`src/rtl/ami_sched_pkg.sv`:
```
// Shared types and constants for the DMA job scheduler.
package ami_sched_pkg;

    // Per-channel sequencer states.
    typedef enum logic [2:0] {
        StIdle,
        StCfg,
        StBusy,
        StClr,
        StDrain,
        StDone
    } chan_state_e;

    // Requester direction encoding on req_dir.
    localparam logic DirW = 1'b1;
    localparam logic DirR = 1'b0;

    // Completion status codes reported on *done_err.
    localparam logic [3:0] ErrOk   = 4'h0;
    localparam logic [3:0] ErrLen0 = 4'h1;

endpackage

```
`src/rtl/ami_sched_chan.sv`:
```
// One DMA channel sequencer: round-robin grant, config handshake, irq clear, completion report.
module ami_sched_chan
    import ami_sched_pkg::*;
#(
    parameter int unsigned NREQ = 4,
    parameter int unsigned IDW  = $clog2(NREQ),
    parameter int unsigned CNTW = 16
) (
    input  logic            clk,
    input  logic            rst_n,
    input  logic [NREQ-1:0] valid,
    input  logic [31:0]     sa  [NREQ],
    input  logic [31:0]     len [NREQ],
    output logic [NREQ-1:0] ready,
    output logic            cfg_valid,
    input  logic            cfg_ready,
    output logic [31:0]     cfg_sa,
    output logic [31:0]     cfg_len,
    input  logic            irq,
    input  logic [3:0]      err,
    output logic            w1c,
    output logic            done_valid,
    output logic [IDW-1:0]  done_id,
    output logic [3:0]      done_err,
    output logic            busy,
    output logic [CNTW-1:0] jobs
);

    chan_state_e     state_q, state_d;
    logic [IDW-1:0]  ptr_q, ptr_d;
    logic [IDW-1:0]  id_q, id_d;
    logic [31:0]     sa_q, sa_d;
    logic [31:0]     len_q, len_d;
    logic [3:0]      err_q, err_d;
    logic [CNTW-1:0] jobs_q, jobs_d;

    logic            found;
    logic [IDW-1:0]  grant;
    logic [IDW-1:0]  idx;
    logic [IDW-1:0]  ptr_next;

    // Circular search for the first eligible requester at or after ptr.
    always_comb begin
        found = 1'b0;
        grant = '0;
        idx   = '0;
        for (int k = 0; k < int'(NREQ); k++) begin
            idx = IDW'((int'(ptr_q) + k) % int'(NREQ));
            if (!found && valid[idx]) begin
                found = 1'b1;
                grant = idx;
            end
        end
        ptr_next = IDW'((int'(grant) + 1) % int'(NREQ));
    end

    // Next-state logic and per-state strobes.
    always_comb begin
        state_d    = state_q;
        ptr_d      = ptr_q;
        id_d       = id_q;
        sa_d       = sa_q;
        len_d      = len_q;
        err_d      = err_q;
        jobs_d     = jobs_q;
        ready      = '0;
        cfg_valid  = 1'b0;
        w1c        = 1'b0;
        done_valid = 1'b0;
        unique case (state_q)
            StIdle: begin
                if (found) begin
                    ready[grant] = 1'b1;
                    sa_d         = sa[grant];
                    len_d        = len[grant];
                    id_d         = grant;
                    ptr_d        = ptr_next;
                    if (len[grant] != '0) begin
                        err_d   = ErrOk;
                        state_d = StCfg;
                    end else begin
                        // Zero length never reaches the DMA port.
                        err_d   = ErrLen0;
                        state_d = StDone;
                    end
                end
            end
            StCfg: begin
                cfg_valid = 1'b1;
                if (cfg_ready) begin
                    state_d = StBusy;
                end
            end
            StBusy: begin
                if (irq) begin
                    err_d   = err;
                    state_d = StClr;
                end
            end
            StClr: begin
                w1c     = 1'b1;
                state_d = StDrain;
            end
            StDrain: begin
                if (!irq) begin
                    state_d = StDone;
                end
            end
            StDone: begin
                done_valid = 1'b1;
                jobs_d     = jobs_q + 1'b1;
                state_d    = StIdle;
            end
            default: state_d = StIdle;
        endcase
    end

    // State, pointer, job latches and counter.
    always_ff @(posedge clk or negedge rst_n) begin
        if (!rst_n) begin
            state_q <= StIdle;
            ptr_q   <= '0;
            id_q    <= '0;
            sa_q    <= '0;
            len_q   <= '0;
            err_q   <= ErrOk;
            jobs_q  <= '0;
        end else begin
            state_q <= state_d;
            ptr_q   <= ptr_d;
            id_q    <= id_d;
            sa_q    <= sa_d;
            len_q   <= len_d;
            err_q   <= err_d;
            jobs_q  <= jobs_d;
        end
    end

    assign cfg_sa   = sa_q;
    assign cfg_len  = len_q;
    assign done_id  = done_valid ? id_q : '0;
    assign done_err = done_valid ? err_q : '0;
    assign busy     = (state_q != StIdle);
    assign jobs     = jobs_q;

endmodule

```
`src/rtl/ami_dma_sched.sv`:
```
// DMA job scheduler: splits requesters by direction onto the write and read channel sequencers.
module ami_dma_sched
    import ami_sched_pkg::*;
#(
    parameter int unsigned NREQ = 4,
    parameter int unsigned IDW  = $clog2(NREQ),
    parameter int unsigned CNTW = 16
) (
    input  logic               usr_clk,
    input  logic               usr_reset_n,
    input  logic [NREQ-1:0]    req_valid,
    output logic [NREQ-1:0]    req_ready,
    input  logic [NREQ-1:0]    req_dir,
    input  logic [NREQ*32-1:0] req_sa,
    input  logic [NREQ*32-1:0] req_len,
    output logic               cfg_dmaw_valid,
    input  logic               cfg_dmaw_ready,
    output logic [31:0]        cfg_dmaw_sa,
    output logic [31:0]        cfg_dmaw_len,
    output logic               cfg_dmar_valid,
    input  logic               cfg_dmar_ready,
    output logic [31:0]        cfg_dmar_sa,
    output logic [31:0]        cfg_dmar_len,
    input  logic               dmaw_irq,
    input  logic [3:0]         dmaw_err,
    output logic               dmaw_irq_w1c,
    input  logic               dmar_irq,
    input  logic [3:0]         dmar_err,
    output logic               dmar_irq_w1c,
    output logic               wdone_valid,
    output logic [IDW-1:0]     wdone_id,
    output logic [3:0]         wdone_err,
    output logic               rdone_valid,
    output logic [IDW-1:0]     rdone_id,
    output logic [3:0]         rdone_err,
    output logic               wbusy,
    output logic               rbusy,
    output logic [CNTW-1:0]    wjobs,
    output logic [CNTW-1:0]    rjobs
);

    logic [31:0]     sa_arr  [NREQ];
    logic [31:0]     len_arr [NREQ];
    logic [NREQ-1:0] wvalid;
    logic [NREQ-1:0] rvalid;
    logic [NREQ-1:0] wready;
    logic [NREQ-1:0] rready;

    // Each requester is eligible on exactly one channel, chosen by its direction bit.
    for (genvar i = 0; i < int'(NREQ); i++) begin : g_unpack
        assign sa_arr[i]  = req_sa[32*i +: 32];
        assign len_arr[i] = req_len[32*i +: 32];
        assign wvalid[i]  = req_valid[i] && (req_dir[i] == DirW);
        assign rvalid[i]  = req_valid[i] && (req_dir[i] == DirR);
    end

    // Masks are disjoint, so the two grant vectors never overlap.
    assign req_ready = wready | rready;

    ami_sched_chan #(
        .NREQ (NREQ),
        .IDW  (IDW),
        .CNTW (CNTW)
    ) u_wchan (
        .clk        (usr_clk),
        .rst_n      (usr_reset_n),
        .valid      (wvalid),
        .sa         (sa_arr),
        .len        (len_arr),
        .ready      (wready),
        .cfg_valid  (cfg_dmaw_valid),
        .cfg_ready  (cfg_dmaw_ready),
        .cfg_sa     (cfg_dmaw_sa),
        .cfg_len    (cfg_dmaw_len),
        .irq        (dmaw_irq),
        .err        (dmaw_err),
        .w1c        (dmaw_irq_w1c),
        .done_valid (wdone_valid),
        .done_id    (wdone_id),
        .done_err   (wdone_err),
        .busy       (wbusy),
        .jobs       (wjobs)
    );

    ami_sched_chan #(
        .NREQ (NREQ),
        .IDW  (IDW),
        .CNTW (CNTW)
    ) u_rchan (
        .clk        (usr_clk),
        .rst_n      (usr_reset_n),
        .valid      (rvalid),
        .sa         (sa_arr),
        .len        (len_arr),
        .ready      (rready),
        .cfg_valid  (cfg_dmar_valid),
        .cfg_ready  (cfg_dmar_ready),
        .cfg_sa     (cfg_dmar_sa),
        .cfg_len    (cfg_dmar_len),
        .irq        (dmar_irq),
        .err        (dmar_err),
        .w1c        (dmar_irq_w1c),
        .done_valid (rdone_valid),
        .done_id    (rdone_id),
        .done_err   (rdone_err),
        .busy       (rbusy),
        .jobs       (rjobs)
    );

endmodule

```
`config.mk`:
```
export PLATFORM = sky130hd
export DESIGN_NAME = ami_dma_sched
export DESIGN_NICKNAME = d
export VERILOG_FILES = /design/src/rtl/ami_sched_pkg.sv /design/src/rtl/ami_sched_chan.sv /design/src/rtl/ami_dma_sched.sv
export SDC_FILE = /design/constraint.sdc
export NUM_CORES = 1
export LEC_CHECK = 0
export CAP_MARGIN = 20
export CORE_AREA = 2 2 178 180
export DETAILED_ROUTE_END_ITERATION = 12
export DIE_AREA = 0 0 180 182
export PLACE_DENSITY_LB_ADDON = 0.05
export SETUP_SLACK_MARGIN = 0.5
export SLEW_MARGIN = 10
export SYNTH_ARGS = -nofsm -noshare
export SYNTH_HDL_FRONTEND = slang
export SYNTH_SLANG_ARGS = --single-unit
```
`constraint.sdc`:
```
create_clock -name usr_clk -period 2.87 [get_ports usr_clk]
set_input_delay 0.287 -clock usr_clk [delete_from_list [all_inputs] [get_ports usr_clk]]
set_output_delay 0.287 -clock usr_clk [all_outputs]
set_load 0.005 [all_outputs]
```
==> results by group <==
Detailed routing
  • DR vias/cell: 5.28
  • Post-route ant nets: 0
  • DR WL/cell: 19.6 µm
  • Final WL: 51400 µm
  • Starting DRT DRC Count: approximately 810
  • Vias: approximately 14000
  • Drt pass-1 iters: 5
  • Post-route DRC: 0

Floorplanning
  • Die width: 180 µm
  • Number of cell rows: 65
  • Die height: 182 µm
  • Die Footprint: around 0.033 mm²
  • Starting Density: 0.382
  • Top Ports: 462
  • Core Area: 0.0310 mm²

Cells and area
  • Fin cells: 2619
  • Most frequent cells in the layout: nand2_1 (698), clkdlybuf4s50_1 (448), nand3_1 (197)
  • Most common cell after layout, fill and taps aside: nand2_1
  • Area grow syn2layout: 57.0%
  • Layout cell share with drive strength beyond 1: 0.0987
  • Final net count: around 2500

GRT
  • Vias in the first global route: 13438
  • Grt total ovfl: 0
  • First-pass GRT wire length: 79000 µm
  • Largest net degree at the start of global routing: 75
  • Total Routing Usage GR: 0.311
  • Antenna violations before repair: 10

Logic synthesis
  • Seq/Total Area, Yosys: 0.385
  • Post-Syn Nets: 2000
  • Synth warn: 0
  • Synth top area share: 0.385
  • Syn_area_per_cell: 6.91 µm²
  • Library cells used by synthesis: 55
  • Top cells by area, synth: dfrtp_1 (39%), nand2_1 (22%), nand3_1 (8.3%)
  • Syn Inst Count: 1712
  • Flops & latches, synth: roughly 180
  • EDFF count, synth: 0
  • Mapped Area: 0.0118 mm²
  • Synth area leader: dfrtp_1
  • FFs w/ async S/R, synth: 1.00
  • Dominant synthesized flop cell: dfrtp_1

Pwr
  • Pwr/cell area: between 800 and 900 mW/mm²
  • Leak: 0.00849 µW
  • IR drop worst, VDD: 0.000459 V

Clock network
  • Clock buffer depth: 2
  • Root Buffer: clkbuf_16
  • Htree depth: 4
  • Clock latency on the worst-skew pair: 460 ps
  • CTS Buf Count: 17
  • Clock Pin Slew Worst Setup and Hold Paths: 80 ps
  • Num Clock Sinks: 182
  • CTS tree: built

Worst setup path
  • Reg2reg path depth: 9
  • Critical path's slowest cell: dfrtp_2
  • WP depth: 8
  • CP Buf/Inv Count: 2
  • Crit Path Max Fanout: 7
  • CP endpoint kind: output pin
  • Startpoint Class: flop
  • Delay-heaviest family, CP: simple AND/OR/NAND/NOR gates
  • CP peak stage delay: ~470 ps
  • CP Class: reg -> out
  • Worst-path cell chain: or3b_4 -> a21oi_2 -> a211oi_2 -> and2_4 -> buf_12 -> ha_1 -> a22o_1 -> buf_2
  • CP arrival: 2380 ps
  • WP data required: 2580 ps

Timing
  • PnR worst setup slack: 204 ps
  • Slew margin rel.: 0.599
  • Ratio of final minimum period to clock period: 0.929
  • Worst slew pin tran: 602 ps
  • Final setup viols: 0
  • Hold Vio Cnt, Final: 0
  • Final Slew Violations: 0
  • Crit path time final: 2670 ps
  • RSZ-0062 raised after global routing: yes
  • Hold_ws: 377 ps
  • Fmax achieved: 375 MHz
  • Final worst clock skew: ~14 ps

Status
  • Outcome: finished, final reports clean

Place
  • Dpl hpwl: 38300 µm
  • Placed insts: 2545
  • Number of I/O port buffers: 461
  • Dpl ws: -267 ps
  • Final GP Congestion: around 0.94

Flow run
  • Max Cap Viol: 0

Min path
  • Hold Crit Class: in -> async
state kept, by name (all words and copies together) (netlist names):
signal	count
u_rchan.err_q	4
u_rchan.state_q	3
u_rchan.ptr_q	2
u_wchan.ptr_q	2
u_wchan.jobs	16
u_wchan.err_q	4
u_wchan.state_q	3
u_rchan.id_q	2
u_wchan.cfg_sa	32
u_rchan.jobs	16
u_rchan.cfg_len	32
u_wchan.cfg_len	32
u_rchan.cfg_sa	32
u_wchan.id_q	2
cell families (layout without fill, tap and decap cells):
family / Yosys count / after routing / synth area share
mux: 56 / 56 / 0.0480
xor+xnor: 30 / 30 / 0.0222
other cells: 0 / 9 / 0
compound gates: 216 / 216 / 0.100
simple gates: 1090 / 1090 / 0.390
flops: 182 / 182 / 0.385
buf+inv: 128 / 624 / 0.0438
fa+ha+maj: 10 / 10 / 0.0106
worst paths after layout:
check                                       to  slack (ps)             start
setup / recovery                  req_ready[1]         200  u_rchan.ptr_q[1]
hold / removal                 u_rchan.jobs[9]         380       usr_reset_n
setup reg to reg            u_rchan.state_q[2]         240  u_rchan.ptr_q[1]
hold reg to reg               u_rchan.err_q[2]         470  u_rchan.err_q[2]
max in group asynchronous  u_rchan.cfg_len[30]        1640       usr_reset_n
min in group usr_clk          u_wchan.err_q[2]         410       dmaw_err[2]
cell usage after synthesis (all sizes together) (4+ instances only):
cell and count:
or3 5, a22o 4, mux2i 50, nand2b 8, dfrtp 182, nor2 91, inv 8, xor2 11
or4 4, ha 10, a21oi 17, nand3 197, buf 29, nand3b 7, and2 17, nor3 16
mux2 6, o21ai 171, clkbuf 91, nand2 700, and4 4, nor4 25, xnor2 19, nand4 5
what timing repair did:
action / 4_1_cts / 5_1_grt
endpoints found under the hold margin: 63 / 0
endpoints found under the setup margin: 75 / 41
hold buffers: 1 / 0
cloned: 4 / 0
pin swaps: 17 / 8
resized for setup: 71 / 30
setup buffers: 21 / 8
final cells by class:
class | instances | area, µm²
Antenna cell | 9 | 22.5
Clock buffer | 22 | 464
Clock inverter | 9 | 140
Fill cell | 2893 | 12400
Inverter | 8 | 45.0
Multi-Input combinational cell | 1402 | 7010
Sequential cell | 182 | 4560
Tap cell | 402 | 503
Timing Repair Buffer | 585 | 5820
metrics by stage:
stage	TNS, ps	util	area, µm²	power (µW)
6_report	0	0.599	18600	15400
2_1_floorplan	0	-	11800	8000
4_1_cts	0	0.593	18400	15300
3_3_place_gp	-1010	0.558	17300	12300
5_1_grt	0	0.599	18600	16500
3_5_place_dp	-2180	0.558	17300	12400
metal layers:
metal / part of all wire / vias up / global-route usage / wire (µm)
met5: 0.00025 / - / 0 / 13
met4: 0.033 / 2 / 0.121 / 1700
met3: 0.084 / 93 / 0.0905 / 4310
met2: 0.47 / 557 / 0.514 / 24200
met1: 0.41 / 6523 / 0.382 / 21200
li1: - / 6651 / - / -
report_power, final:
group / total (µW) / internal (µW) / switching (µW)
clock network: 2510 / 1430 / 1080
registers: 4420 / 3690 / 737
logic: 8420 / 4120 / 4300
total: 15400 / 9240 / 6120
Note: power is estimated with default switching activity, not from simulation.
